--- config.mk ---
export PLATFORM = sky130hd
export DESIGN_NAME = clk_div_prog
export DESIGN_NICKNAME = d
export VERILOG_FILES = /design/src/rtl/clk_div_pkg.sv /design/src/rtl/clk_div_prog.sv
export SDC_FILE = /design/constraint.sdc
export NUM_CORES = 1
export LEC_CHECK = 0
export CAP_MARGIN = 20
export CORE_UTILIZATION = 60
export DETAILED_ROUTE_END_ITERATION = 10
export DONT_BUFFER_PORTS = 1
export HOLD_SLACK_MARGIN = 0.15
export PLACE_DENSITY = 0.74
export SLEW_MARGIN = 0
export SYNTH_ARGS = -nofsm -noshare
export SYNTH_HDL_FRONTEND = slang
export SYNTH_SLANG_ARGS = --single-unit
export TNS_END_PERCENT = 100
--- constraint.sdc ---
create_clock -name clk_in -period 5.62 [get_ports clk_in]
set_clock_uncertainty 0.2 [all_clocks]
set_input_delay 1.124 -clock clk_in [delete_from_list [all_inputs] [get_ports clk_in]]
set_output_delay 1.124 -clock clk_in [all_outputs]
set_load 0.02 [all_outputs]
--- src/rtl/clk_div_pkg.sv ---
// Shared types and defaults for the programmable 50%-duty clock divider.
package clk_div_pkg;

  typedef enum logic {
    IDLE = 1'b0,
    RUN  = 1'b1
  } state_t;

  localparam int MIN_DIV     = 2;
  localparam int DIV_W_DEF   = 8;
  localparam int DIV_RST_DEF = 3;

endpackage

--- src/rtl/clk_div_prog.sv ---
// Programmable clock divider: 50% duty clk_out for any N >= 2, period-aligned
// divisor reloads, clean start/stop on period boundaries.
module clk_div_prog
  import clk_div_pkg::*;
#(
  parameter int DIV_W   = DIV_W_DEF,
  parameter int DIV_RST = DIV_RST_DEF
) (
  input  logic             clk_in,
  input  logic             rst_n,
  input  logic             en,
  input  logic [DIV_W-1:0] div_val,
  input  logic             div_load,
  output logic             div_busy,
  output logic             div_err,
  output logic             clk_out,
  output logic             tick
);

  state_t           r_state;
  logic [DIV_W-1:0] r_cnt;
  logic [DIV_W-1:0] r_div;
  logic [DIV_W-1:0] r_div_nxt;
  logic             r_busy;
  logic             r_err;
  logic             r_q_pos;
  logic             r_q_neg;
  logic             r_tick;

  logic [DIV_W-1:0] w_half;
  logic [DIV_W-1:0] w_last;
  logic             w_wrap;
  logic             w_load_ok;
  logic             w_load_bad;
  logic             w_apply;

  // H = ceil(N/2) without the N+1 overflow at N = 2^DIV_W-1.
  assign w_half     = (r_div >> 1) + {{(DIV_W-1){1'b0}}, r_div[0]};
  assign w_last     = r_div - DIV_W'(1);
  assign w_wrap     = (r_state == RUN) && (r_cnt == w_last);
  assign w_load_ok  = div_load && (div_val >= DIV_W'(MIN_DIV));
  assign w_load_bad = div_load && !w_load_ok;
  // A load landing on the apply edge wins; the new value waits for the next boundary.
  assign w_apply    = r_busy && !w_load_ok && ((r_state == IDLE) || w_wrap);

  always_ff @(posedge clk_in or negedge rst_n) begin
    if (!rst_n) begin
      r_state   <= IDLE;
      r_cnt     <= '0;
      r_div     <= DIV_W'(DIV_RST);
      r_div_nxt <= DIV_W'(DIV_RST);
      r_busy    <= 1'b0;
      r_err     <= 1'b0;
      r_q_pos   <= 1'b0;
      r_tick    <= 1'b0;
    end else begin
      // NOTE: non-blocking throughout so every flop samples the pre-edge values.
      r_err <= w_load_bad;

      if (w_load_ok) begin
        r_div_nxt <= div_val;
        r_busy    <= 1'b1;
      end else if (w_apply) begin
        r_div  <= r_div_nxt;
        r_busy <= 1'b0;
      end

      case (r_state)
        IDLE: begin
          r_cnt   <= '0;
          r_q_pos <= 1'b0;
          r_tick  <= 1'b0;
          if (en) r_state <= RUN;
        end
        RUN: begin
          r_tick  <= (r_cnt == '0);
          r_q_pos <= (r_cnt < w_half);
          if (w_wrap) begin
            r_cnt <= '0;
            if (!en) r_state <= IDLE;
          end else begin
            r_cnt <= r_cnt + DIV_W'(1);
          end
        end
      endcase
    end
  end

  // Half-cycle delayed copy; ANDed in for odd N to trim the high phase by half a period.
  always_ff @(negedge clk_in or negedge rst_n) begin
    if (!rst_n) r_q_neg <= 1'b0;
    else        r_q_neg <= r_q_pos;
  end

  assign clk_out  = r_div[0] ? (r_q_pos & r_q_neg) : r_q_pos;
  assign tick     = r_tick;
  assign div_busy = r_busy;
  assign div_err  = r_err;

endmodule

# Word-level counts from Yosys, hierarchy flattened
# Cells that the tools add are included.
# classes
mux	10
n_lt_le_gt_ge	2
reduce_logical	10
bitwise	3
add_sub_neg	3
n_eq_ne	1
# op_table
op	count
$pmux W8 S2	1
$add A7 B1 Y8	1
$add A8 B1 Y8 const B	1
$eq A8 B8 Y1	1
$ge A8 B2 Y1 const B	1
$logic_not A8 Y1	1
$lt A8 B8 Y1	1
$mux W8	1
$sub A8 B1 Y8 const B	1
$pmux W1 S2	3
$logic_and A1 B1 Y1	5
$mux W1	5
$not A1 Y1	2
$reduce_and A2 Y1	1
$reduce_bool A2 Y1	1
$and A1 B1 Y1	1
$logic_not A1 Y1	1
$logic_or A1 B1 Y1	1
# totals
reg_bits	30
word_cells	38

# Logic depth before layout (Yosys ltp)
# Gate-level depths: netlist of the first run.
# depth
word_depth	7
ltp_mapped	9
mapped_depth_nobuf	9

==> run_summary.xml, run 1 <==
<?xml version="1.0" encoding="UTF-8"?>
<metrics>
  <group name="clock_network">
    <metric name="cts.repair.resized" unit="">0</metric>
    <metric name="tritoncts" unit="">built</metric>
    <metric name="cts_max_path_buffers" unit="">2</metric>
    <metric name="holdBufCountCts" unit="">0</metric>
    <metric name="tritoncts_num_sinks" unit="">30</metric>
    <metric name="worst_setup_hold_path_clk_slew" unit="ns">0.11</metric>
    <metric name="cts_setup_buffers" unit="">0</metric>
    <metric name="cts_made_buffers" unit="">5</metric>
    <metric name="h-tree-depth" unit="">2</metric>
    <metric name="clk_latency" unit="ns">0.34</metric>
    <metric name="clock_root_buffer" unit="">sky130_fd_sc_hd__clkbuf_4</metric>
  </group>
  <group name="outcome">
    <metric name="run_status" unit="">complete, no violations</metric>
  </group>
  <group name="worst_setup_path">
    <metric name="endpoint" unit="">clk_out</metric>
    <metric name="timing.critical_path.slowest_cell_delay" unit="ns">0.39</metric>
    <metric name="reg2reg_from" unit="">r_q_pos</metric>
    <metric name="cp-end-kind" unit="">output pin</metric>
    <metric name="worst_path_cell_chain" unit="">o21a_1</metric>
    <metric name="critical_path_stages" unit="">1</metric>
    <metric name="worstRegToRegCells" unit="">0</metric>
    <metric name="startpoint_of_the_worst_setup_timing_path" unit="">r_q_neg</metric>
    <metric name="critical_path_arrival" unit="ns">3.75</metric>
    <metric name="critPathKind" unit="">reg2out</metric>
    <metric name="cp_max_fo" unit="">1</metric>
    <metric name="r2r_setup_slack" unit="ns">2.06</metric>
    <metric name="crit_path_max_delay_family" unit="">flip-flops</metric>
    <metric name="critical_path.slowest_cell" unit="">sky130_fd_sc_hd__dfrtn_1</metric>
    <metric name="setup.worst_path.start_class" unit="">flop</metric>
    <metric name="worstReg2RegEnd" unit="">r_q_neg</metric>
    <metric name="crit_buf_inv" unit="">0</metric>
    <metric name="worstPathRequired" unit="ns">4.30</metric>
  </group>
  <group name="sta">
    <metric name="timing.final.setup_violations" unit="">0</metric>
    <metric name="rsz_0062_raised_after_global_routing" unit="">false</metric>
    <metric name="finalHoldViolations" unit="">0</metric>
    <metric name="worst-slew-pin-transition" unit="ns">0.7546</metric>
    <metric name="report.final.slew_viol_count" unit="">0</metric>
    <metric name="total_negative_setup_slacks" unit="ns">0</metric>
    <metric name="timing.max_slew.rel_slack" unit="%">49.67</metric>
  </group>
  <group name="floorplanning">
    <metric name="fp.dieH" unit="um">59.82</metric>
    <metric name="floorplan.die_area" unit="sq um">3578</metric>
    <metric name="floorplan.core_area" unit="sq um">3103</metric>
    <metric name="start_util" unit="%">64.64</metric>
    <metric name="chipWidth" unit="um">59.82</metric>
    <metric name="top_level_ports" unit="">16</metric>
    <metric name="rows" unit="">20</metric>
  </group>
  <group name="synthesis">
    <metric name="synth.top_cell.area_share" unit="%">31.19</metric>
    <metric name="synth_seq_area_share" unit="%">37.68</metric>
    <metric name="syn_inst" unit="">217</metric>
    <metric name="synth_async_sr_flop_share" unit="%">100.0</metric>
    <metric name="synth-warning-count" unit="">0</metric>
    <metric name="syn_area" unit="sq um">2006</metric>
    <metric name="synth_edf_count" unit="">0</metric>
    <metric name="synth_area_per_cell" unit="sq um">9.243</metric>
    <metric name="post_syn_nets" unit="">241</metric>
    <metric name="yosys.cell_types.count" unit="">43</metric>
    <metric name="netlist_top_cells_area" unit="">sky130_fd_sc_hd__dfrtp_1, sky130_fd_sc_hd__ha_1, sky130_fd_sc_hd__nand3_1, sky130_fd_sc_hd__xnor2_1, sky130_fd_sc_hd__nand2_1</metric>
    <metric name="synth_ff_type" unit="">sky130_fd_sc_hd__dfrtp_1</metric>
    <metric name="synth_largest_area_cell" unit="">sky130_fd_sc_hd__dfrtp_1</metric>
    <metric name="synth.ff_latch_count" unit="">30</metric>
  </group>
  <group name="final_layout">
    <metric name="areaGrowthSynthToFinish" unit="%">2.558</metric>
    <metric name="antennaDiodeCount" unit="">0</metric>
    <metric name="n_fill_cell" unit="">284</metric>
    <metric name="drive_gt1_share" unit="%">14.08</metric>
    <metric name="final_cells" unit="">257</metric>
    <metric name="final-seq-area" unit="sq um">755.7</metric>
    <metric name="finalNetCount" unit="">236</metric>
    <metric name="multiInputGateArea" unit="sq um">1149</metric>
  </group>
  <group name="grt">
    <metric name="globalRouteTotalUtil" unit="%">25.05</metric>
    <metric name="number_of_antenna_violations_at_the_first_check_in_global_routing" unit="">0</metric>
    <metric name="global_route_wire_length_before_repair" unit="mm">6.479</metric>
    <metric name="globalRoute.totalOverflow" unit="">0</metric>
    <metric name="grt_pass1_vias" unit="">1486</metric>
    <metric name="maximum_number_of_pins_on_one_net_before_global_route_repair" unit="">31</metric>
  </group>
  <group name="routing">
    <metric name="drc" unit="">0</metric>
    <metric name="antenna_violating_nets_post_route" unit="">0</metric>
    <metric name="avgRoutedWirePerCell" unit="um">14.87</metric>
    <metric name="drt-pass1-iter-count" unit="">4</metric>
    <metric name="vias" unit="">1488</metric>
    <metric name="initialDrtViolationCount" unit="">100</metric>
    <metric name="routed_wirelength" unit="mm">3.821</metric>
    <metric name="via_per_inst" unit="">5.790</metric>
  </group>
  <group name="min_path">
    <metric name="hold_path.class" unit="">in2async</metric>
  </group>
  <group name="placement">
    <metric name="detailed_place_hpwl" unit="mm">2.804</metric>
    <metric name="globalplace.congestion" unit="">0.9134</metric>
    <metric name="placed_cells" unit="">249</metric>
    <metric name="io_buffer_count" unit="">0</metric>
  </group>
  <group name="power_and_ir_drop">
    <metric name="power.density" unit="nW/um^2">181.6</metric>
    <metric name="p_total" unit="W">0.0003736</metric>
    <metric name="ir_worst_vdd" unit="uV">111.4</metric>
    <metric name="cellLeakagePower" unit="nW">0.8869</metric>
  </group>
  <group name="flow_run">
    <metric name="cap_viol_max_count" unit="">0</metric>
  </group>
</metrics>
## kinds of logic (layout without fill, tap and decap cells)
logic type      count (synthesis)  count (layout)  synth area share (%)
simple gates                  100             100                 27.01
flops                          30              30                 37.68
compound gates                 22              22                 8.172
xor+xnor                       22              22                 9.607
buf+inv                        22              18                 5.053
fa+ha+maj                      12              12                 7.486
mux                             9               9                 4.991
## cell type report
cell class,count,area share [%]
inverter,10,1.825
clock buffer,7,2.676
multi-input combinational,165,55.84
tap,44,2.676
clock inverter,1,0.2433
sequential,30,36.74
## per-layer routing
metal	track usage (%)	wire length, um	part of all wire, %
met3	6.494	130	3.4
met2	40.16	1882	49
met1	31.15	1754	46
met5	0	0	0
met4	12.62	53	1.4
## registers in the layout (all words and copies together), names as in the netlist
name and count:
r_cnt 8, r_div 8, r_div_nxt 8, div_busy 1, div_err 1, r_q_neg 1, r_q_pos 1, r_state 1
tick 1
## power breakdown
part,leakage (nW),switching (W),internal [W]
registers,0.369,0.00000454,0.000222
logic,0.482,0.00000642,0.00000419
clock network,0.0353,0.0000756,0.0000605
## worst min-delay path by stage
stage,from,end,slack (ns)
5_1_grt,rst_n,r_q_pos,0.24
2_1_floorplan,r_div_nxt[1],r_div_nxt[1],0.25
3_3_place_gp,r_div_nxt[1],r_div_nxt[1],0.27
6_report,rst_n,r_q_pos,0.26
3_5_place_dp,r_div_nxt[1],r_div_nxt[1],0.27
4_1_cts,rst_n,r_q_pos,0.25
## cells in the mapped netlist (all sizes together) (4+ instances only)
cell and count:
o21ai 12, and3 4, ha 12, dfrtp 25, inv 10, nor2 15, dfstp 4, nand3 25
clkbuf 8, xnor2 14, mux2 8, nand3b 10, nand2 30, nand2b 4, nor3 4, xor2 8
buf 4
## metrics by stage
stage	hold WS (ns)	utilization [%]	area, sq um	setup WS [ns]
2_1_floorplan	0.2466	-	2006	0.9127
3_3_place_gp	0.2658	64.35	1997	0.8991
3_5_place_dp	0.2672	64.35	1997	0.8953
4_1_cts	0.2549	66.29	2057	0.5336
5_1_grt	0.2440	66.29	2057	0.5182
6_report	0.2605	66.29	2057	0.5423
## cell usage in the layout (no fill, tap or decap), types with 2 or more instances in the layout
cell                       synthesis  routed
sky130_fd_sc_hd__nand3_1          25      25
sky130_fd_sc_hd__ha_1             12      12
sky130_fd_sc_hd__nand2b_1          3       3
sky130_fd_sc_hd__nor2_1           15      15
sky130_fd_sc_hd__nor3_2            3       3
sky130_fd_sc_hd__clkbuf_4          0       5
sky130_fd_sc_hd__xor2_1            8       8
sky130_fd_sc_hd__inv_1             9       9
sky130_fd_sc_hd__a21o_1            2       2
sky130_fd_sc_hd__dfrtp_1          25      25
sky130_fd_sc_hd__and3_1            4       4
sky130_fd_sc_hd__mux2_2            8       8
sky130_fd_sc_hd__nand2_1          30      30
sky130_fd_sc_hd__dfstp_2           4       4
sky130_fd_sc_hd__o21ai_0          10      10
sky130_fd_sc_hd__nand3b_1         10      10
sky130_fd_sc_hd__xnor2_1          14      14
No activity file was read; power rests on OpenSTA's default activity.
==> inputs of run 2 (changes only) <==
--- a/config.mk
+++ b/config.mk
@@ -6,11 +6,11 @@
 export NUM_CORES = 1
 export LEC_CHECK = 0
 export CAP_MARGIN = 20
-export CORE_UTILIZATION = 60
+export CORE_UTILIZATION = 65
 export DETAILED_ROUTE_END_ITERATION = 10
 export DONT_BUFFER_PORTS = 1
 export HOLD_SLACK_MARGIN = 0.15
-export PLACE_DENSITY = 0.74
+export PLACE_DENSITY = 0.79
 export SLEW_MARGIN = 0
 export SYNTH_ARGS = -nofsm -noshare
 export SYNTH_HDL_FRONTEND = slang
==> run 2 against run 1 <==
Effect of this change:
- final area decreased by 0.79%
- critical path depth unchanged
- non-clock buffer count stayed put
- die area is 7.4% lower
- critical path type unchanged
- largest power group unchanged
==> run_summary.xml, run 2 (synthesis gave the netlist of run 1 again) <==
<?xml version="1.0" encoding="UTF-8"?>
<metrics>
  <group name="outcome">
    <metric name="run_status" unit="">complete, no violations</metric>
  </group>
  <group name="routing">
    <metric name="antenna_violating_nets_post_route" unit="">0</metric>
    <metric name="drc" unit="">0</metric>
    <metric name="initialDrtViolationCount" unit="">36</metric>
    <metric name="routed_wirelength" unit="mm">3.726</metric>
    <metric name="vias" unit="">1489</metric>
    <metric name="avgRoutedWirePerCell" unit="um">15.27</metric>
    <metric name="drt-pass1-iter-count" unit="">4</metric>
    <metric name="via_per_inst" unit="">6.102</metric>
  </group>
  <group name="worst_setup_path">
    <metric name="cp_max_fo" unit="">1</metric>
    <metric name="r2r_setup_slack" unit="ns">2.07</metric>
    <metric name="crit_path_max_delay_family" unit="">flip-flops</metric>
    <metric name="critPathKind" unit="">reg2out</metric>
    <metric name="reg2reg_from" unit="">r_q_pos</metric>
    <metric name="setup.worst_path.start_class" unit="">flop</metric>
    <metric name="crit_buf_inv" unit="">0</metric>
    <metric name="worst_path_cell_chain" unit="">o21a_1</metric>
    <metric name="worstPathRequired" unit="ns">4.30</metric>
    <metric name="cp-end-kind" unit="">output pin</metric>
    <metric name="worstReg2RegEnd" unit="">r_q_neg</metric>
    <metric name="timing.critical_path.slowest_cell_delay" unit="ns">0.39</metric>
    <metric name="critical_path.slowest_cell" unit="">sky130_fd_sc_hd__dfrtn_1</metric>
    <metric name="worstRegToRegCells" unit="">0</metric>
    <metric name="critical_path_arrival" unit="ns">3.74</metric>
  </group>
  <group name="floorplanning">
    <metric name="start_util" unit="%">70.90</metric>
    <metric name="chipWidth" unit="um">57.55</metric>
    <metric name="floorplan.core_area" unit="sq um">2829</metric>
    <metric name="fp.dieH" unit="um">57.55</metric>
    <metric name="top_level_ports" unit="">16</metric>
    <metric name="rows" unit="">19</metric>
    <metric name="floorplan.die_area" unit="sq um">3312</metric>
  </group>
  <group name="grt">
    <metric name="grt_pass1_vias" unit="">1531</metric>
    <metric name="globalRoute.totalOverflow" unit="">0</metric>
    <metric name="global_route_wire_length_before_repair" unit="mm">6.782</metric>
    <metric name="maximum_number_of_pins_on_one_net_before_global_route_repair" unit="">31</metric>
    <metric name="globalRouteTotalUtil" unit="%">27.80</metric>
    <metric name="number_of_antenna_violations_at_the_first_check_in_global_routing" unit="">0</metric>
  </group>
  <group name="clock_network">
    <metric name="tritoncts_num_sinks" unit="">30</metric>
    <metric name="cts_max_path_buffers" unit="">2</metric>
    <metric name="clock_root_buffer" unit="">sky130_fd_sc_hd__clkbuf_4</metric>
    <metric name="holdBufCountCts" unit="">0</metric>
    <metric name="cts.repair.resized" unit="">0</metric>
    <metric name="tritoncts" unit="">built</metric>
    <metric name="cts_made_buffers" unit="">5</metric>
    <metric name="h-tree-depth" unit="">2</metric>
    <metric name="worst_setup_hold_path_clk_slew" unit="ns">0.09</metric>
    <metric name="clk_latency" unit="ns">0.33</metric>
    <metric name="cts_setup_buffers" unit="">0</metric>
  </group>
  <group name="sta">
    <metric name="total_negative_setup_slacks" unit="ns">0</metric>
    <metric name="timing.max_slew.rel_slack" unit="%">46.88</metric>
    <metric name="rsz_0062_raised_after_global_routing" unit="">false</metric>
    <metric name="finalHoldViolations" unit="">0</metric>
    <metric name="pnr_worst_setup_slack" unit="ns">0.5588</metric>
    <metric name="report.final.slew_viol_count" unit="">0</metric>
    <metric name="timing.final.setup_violations" unit="">0</metric>
    <metric name="worst-slew-pin-transition" unit="ns">0.7964</metric>
  </group>
  <group name="power_and_ir_drop">
    <metric name="switching_power" unit="W">0.00008358</metric>
    <metric name="p_total" unit="W">0.0003706</metric>
    <metric name="power.density" unit="nW/um^2">181.6</metric>
    <metric name="internal_power" unit="W">0.0002870</metric>
    <metric name="netSwitchingFraction" unit="%">22.55</metric>
    <metric name="cellLeakagePower" unit="nW">0.8869</metric>
    <metric name="ir_worst_vdd" unit="uV">202.2</metric>
    <metric name="p_seq_share" unit="%">61.4</metric>
    <metric name="p_clk_share" unit="%">35.7</metric>
    <metric name="pwr-share-comb" unit="%">2.9</metric>
  </group>
  <group name="placement">
    <metric name="detailed_place_hpwl" unit="mm">2.781</metric>
    <metric name="globalplace.congestion" unit="">0.8644</metric>
    <metric name="io_buffer_count" unit="">0</metric>
    <metric name="dp_slack" unit="ns">0.8963</metric>
  </group>
  <group name="final_layout">
    <metric name="areaGrowthSynthToFinish" unit="%">1.747</metric>
    <metric name="leading_cell_type_in_the_layout_fill_and_taps_excluded" unit="">sky130_fd_sc_hd__nand2_1</metric>
    <metric name="finalCoreUtilization" unit="%">72.14</metric>
    <metric name="reg.largest.list" unit="">r_cnt (8), r_div (8), r_div_nxt (8)</metric>
    <metric name="most-common-layout-cells" unit="">sky130_fd_sc_hd__nand2_1, sky130_fd_sc_hd__nand3_1, sky130_fd_sc_hd__dfrtp_1</metric>
    <metric name="antennaDiodeCount" unit="">0</metric>
    <metric name="drive_gt1_share" unit="%">14.08</metric>
    <metric name="finalNetCount" unit="">236</metric>
    <metric name="n_fill_cell" unit="">217</metric>
  </group>
  <group name="flow_run">
    <metric name="cap_viol_max_count" unit="">0</metric>
  </group>
  <group name="min_path">
    <metric name="hold_path.class" unit="">in2async</metric>
  </group>
</metrics>
==> run 2: cell type report <==
cell class / count / area (sq um) / share of cell area (%)
multi-input combinational: 165 / 1149 / 56.28
sequential: 30 / 755.7 / 37.03
clock buffer: 7 / 55.05 / 2.698
tap: 31 / 38.79 / 1.901
inverter: 10 / 37.54 / 1.839
clock inverter: 1 / 5.005 / 0.2452
==> run 2: how the worst max path moves through the flow <==
| stage | from | endpoint | cells after the start |
|---|---|---|---|
| 2_1_floorplan | r_q_neg | clk_out | 1 |
| 3_3_place_gp | r_q_neg | clk_out | 1 |
| 4_1_cts | r_q_neg | clk_out | 1 |
| 6_report | r_q_neg | clk_out | 1 |
| 3_5_place_dp | r_q_neg | clk_out | 1 |
| 5_1_grt | r_q_neg | clk_out | 1 |
==> run 2: per-stage QoR <==
| stage | cells | hold WS (ns) | instance area [sq um] |
|---|---|---|---|
| floorplan | 217 | 0.2466 | 2006 |
| global placement | 236 | 0.2691 | 1981 |
| detailed placement | 236 | 0.2762 | 1981 |
| CTS | 244 | 0.2664 | 2041 |
| global route | 244 | 0.2489 | 2041 |
| finish | 244 | 0.2806 | 2041 |
==> run 2: power groups by stage <==
| stage | clock, W | combinational [W] | sequential, W |
|---|---|---|---|
| floorplan | 0 | 0.0000101 | 0.000229 |
| global placement | 0 | 0.00000996 | 0.000231 |
| detailed placement | 0 | 0.0000106 | 0.000232 |
| CTS | 0.000135 | 0.0000107 | 0.000227 |
| global route | 0.000145 | 0.0000121 | 0.000228 |
| finish | 0.000132 | 0.0000107 | 0.000228 |
==> run 2: routing by layer <==
metal / global-route usage, % / vias up / wire length [um]
li1: - / 726 / -
met1: 37.20 / 715 / 1684
met2: 45.18 / 43 / 1794
met3: 6.803 / 5 / 204
met4: 7.666 / 0 / 42
met5: 0 / - / 0
==> inputs of run 3 (changes only) <==
--- a/config.mk
+++ b/config.mk
@@ -6,6 +6,7 @@
 export NUM_CORES = 1
 export LEC_CHECK = 0
 export CAP_MARGIN = 20
+export CORE_ASPECT_RATIO = 0.75
 export CORE_UTILIZATION = 65
 export DETAILED_ROUTE_END_ITERATION = 10
 export DONT_BUFFER_PORTS = 1
==> run 3 against run 2 <==
Effect of this change:
- hold slack got worse by 0.0096 ns
- final cell count up 2.9%
- utilization decreased by 1.1 points
- critical path type unchanged
- largest power group unchanged
- highest routed layer unchanged
==> run_summary.xml, run 3 (synthesis gave the netlist of run 1 again) <==
<?xml version="1.0" encoding="UTF-8"?>
<metrics>
  <group name="outcome">
    <metric name="run_status" unit="">complete, no violations</metric>
  </group>
  <group name="final_layout">
    <metric name="most-common-layout-cells" unit="">sky130_fd_sc_hd__nand2_1, sky130_fd_sc_hd__nand3_1, sky130_fd_sc_hd__dfrtp_1</metric>
    <metric name="finalNetCount" unit="">236</metric>
    <metric name="multiInputGateArea" unit="sq um">1149</metric>
    <metric name="n_fill_cell" unit="">220</metric>
    <metric name="antennaDiodeCount" unit="">0</metric>
    <metric name="areaGrowthSynthToFinish" unit="%">3.930</metric>
    <metric name="leading_cell_type_in_the_layout_fill_and_taps_excluded" unit="">sky130_fd_sc_hd__nand2_1</metric>
    <metric name="final-seq-area" unit="sq um">755.7</metric>
    <metric name="finalCoreUtilization" unit="%">71.01</metric>
    <metric name="drive_gt1_share" unit="%">14.55</metric>
    <metric name="reg.largest.list" unit="">r_cnt (8), r_div (8), r_div_nxt (8)</metric>
  </group>
  <group name="clock_network">
    <metric name="tritoncts" unit="">built</metric>
    <metric name="cts_setup_buffers" unit="">0</metric>
    <metric name="tritoncts_num_sinks" unit="">30</metric>
    <metric name="cts_max_path_buffers" unit="">2</metric>
    <metric name="holdBufCountCts" unit="">0</metric>
    <metric name="worst_setup_hold_path_clk_slew" unit="ns">0.07</metric>
    <metric name="h-tree-depth" unit="">2</metric>
    <metric name="clock_root_buffer" unit="">sky130_fd_sc_hd__clkbuf_8</metric>
    <metric name="clk_latency" unit="ns">0.28</metric>
    <metric name="cts_made_buffers" unit="">5</metric>
    <metric name="cts.repair.resized" unit="">0</metric>
  </group>
  <group name="power_and_ir_drop">
    <metric name="ir_worst_vdd" unit="uV">183.9</metric>
    <metric name="power.density" unit="nW/um^2">201.7</metric>
    <metric name="cellLeakagePower" unit="nW">0.8988</metric>
  </group>
  <group name="routing">
    <metric name="initialDrtViolationCount" unit="">120</metric>
    <metric name="via_per_inst" unit="">6.147</metric>
    <metric name="avgRoutedWirePerCell" unit="um">16.27</metric>
    <metric name="vias" unit="">1543</metric>
    <metric name="antenna_violating_nets_post_route" unit="">0</metric>
    <metric name="routed_wirelength" unit="mm">4.085</metric>
    <metric name="drt-pass1-iter-count" unit="">4</metric>
    <metric name="drc" unit="">0</metric>
  </group>
  <group name="floorplanning">
    <metric name="fp.dieH" unit="um">50.11</metric>
    <metric name="top_level_ports" unit="">16</metric>
    <metric name="chipWidth" unit="um">66.14</metric>
    <metric name="floorplan.die_area" unit="sq um">3314</metric>
    <metric name="floorplan.core_area" unit="sq um">2935</metric>
    <metric name="start_util" unit="%">68.33</metric>
    <metric name="rows" unit="">17</metric>
  </group>
  <group name="sta">
    <metric name="finalHoldViolations" unit="">0</metric>
    <metric name="rsz_0062_raised_after_global_routing" unit="">false</metric>
    <metric name="total_negative_setup_slacks" unit="ns">0</metric>
    <metric name="timing.final.setup_violations" unit="">0</metric>
    <metric name="timing.max_slew.rel_slack" unit="%">51.19</metric>
    <metric name="worst-slew-pin-transition" unit="ns">0.7318</metric>
    <metric name="report.final.slew_viol_count" unit="">0</metric>
  </group>
  <group name="worst_setup_path">
    <metric name="cp_max_fo" unit="">1</metric>
    <metric name="worst_path_cell_chain" unit="">o21a_1</metric>
    <metric name="setup.worst_path.start_class" unit="">flop</metric>
    <metric name="timing.critical_path.slowest_cell_delay" unit="ns">0.39</metric>
    <metric name="crit_path_max_delay_family" unit="">flip-flops</metric>
    <metric name="crit_buf_inv" unit="">0</metric>
    <metric name="worstPathRequired" unit="ns">4.30</metric>
    <metric name="cp-end-kind" unit="">output pin</metric>
    <metric name="critical_path_arrival" unit="ns">3.71</metric>
    <metric name="critical_path.slowest_cell" unit="">sky130_fd_sc_hd__dfrtn_1</metric>
    <metric name="critPathKind" unit="">reg2out</metric>
  </group>
  <group name="grt">
    <metric name="number_of_antenna_violations_at_the_first_check_in_global_routing" unit="">0</metric>
    <metric name="globalRouteTotalUtil" unit="%">28.35</metric>
    <metric name="global_route_wire_length_before_repair" unit="mm">6.720</metric>
    <metric name="maximum_number_of_pins_on_one_net_before_global_route_repair" unit="">31</metric>
    <metric name="grt_pass1_vias" unit="">1476</metric>
    <metric name="globalRoute.totalOverflow" unit="">0</metric>
  </group>
  <group name="min_path">
    <metric name="hold_path.class" unit="">reg2reg</metric>
  </group>
  <group name="placement">
    <metric name="globalplace.congestion" unit="">0.7947</metric>
    <metric name="io_buffer_count" unit="">0</metric>
    <metric name="detailed_place_hpwl" unit="mm">2.849</metric>
  </group>
  <group name="flow_run">
    <metric name="cap_viol_max_count" unit="">0</metric>
  </group>
</metrics>
## run 3: changes by cell type in the layout (fill, tap and decap cells not counted), sizes merged
cell / delta
clkinvlp: +1
clkbuf: -1
## run 3: stage by stage
stage          power (W)  hold slack, ns  area, sq um  std cells  worst slack (ns)
4_1_cts        0.0004213          0.2707         2085        251            0.5818
3_5_place_dp   0.0002418          0.2590         1989        243            0.8876
6_report       0.0004205          0.2710         2085        251            0.5852
2_1_floorplan  0.0002394          0.2466         2006        217            0.9127
5_1_grt        0.0004320          0.2859         2085        251            0.5471
3_3_place_gp   0.0002410          0.2586         1989        243            0.8969
## run 3: power by group
group | switching, W | leakage (nW) | internal, W | total [W]
sequential | 0.00000508 | 0.369 | 0.000223 | 0.000228
clock | 0.0000841 | 0.0472 | 0.0000983 | 0.000182
combinational | 0.00000634 | 0.482 | 0.00000419 | 0.0000105
total | 0.0000955 | 0.899 | 0.000325 | 0.000420
## run 3: cell type report
cell class	count	area share (%)
multi-input combinational	165	55.10
sequential	30	36.25
clock buffer	6	3.962
tap	38	2.281
inverter	10	1.801
clock inverter	2	0.6002
## run 3: final timing paths
kind                       depth (start not counted)            to         start  slack, ns
max                                                1       clk_out       r_q_neg       0.59
min                                                2  r_div_nxt[1]  r_div_nxt[1]       0.27
max reg2reg                                        0       r_q_neg       r_q_pos       2.09
min reg2reg                                        2  r_div_nxt[1]  r_div_nxt[1]       0.27
max in group asynchronous                          0       r_q_neg         rst_n       2.10
min in group asynchronous                          0      r_div[3]         rst_n       0.33
## run 3: metal layers
layer	vias to the layer above	global-route usage [%]	wire, um
li1	724	-	-
met1	760	37.54	1805
met2	53	45.58	1951
met3	6	6.250	270
met4	0	9.929	57
met5	-	0	0
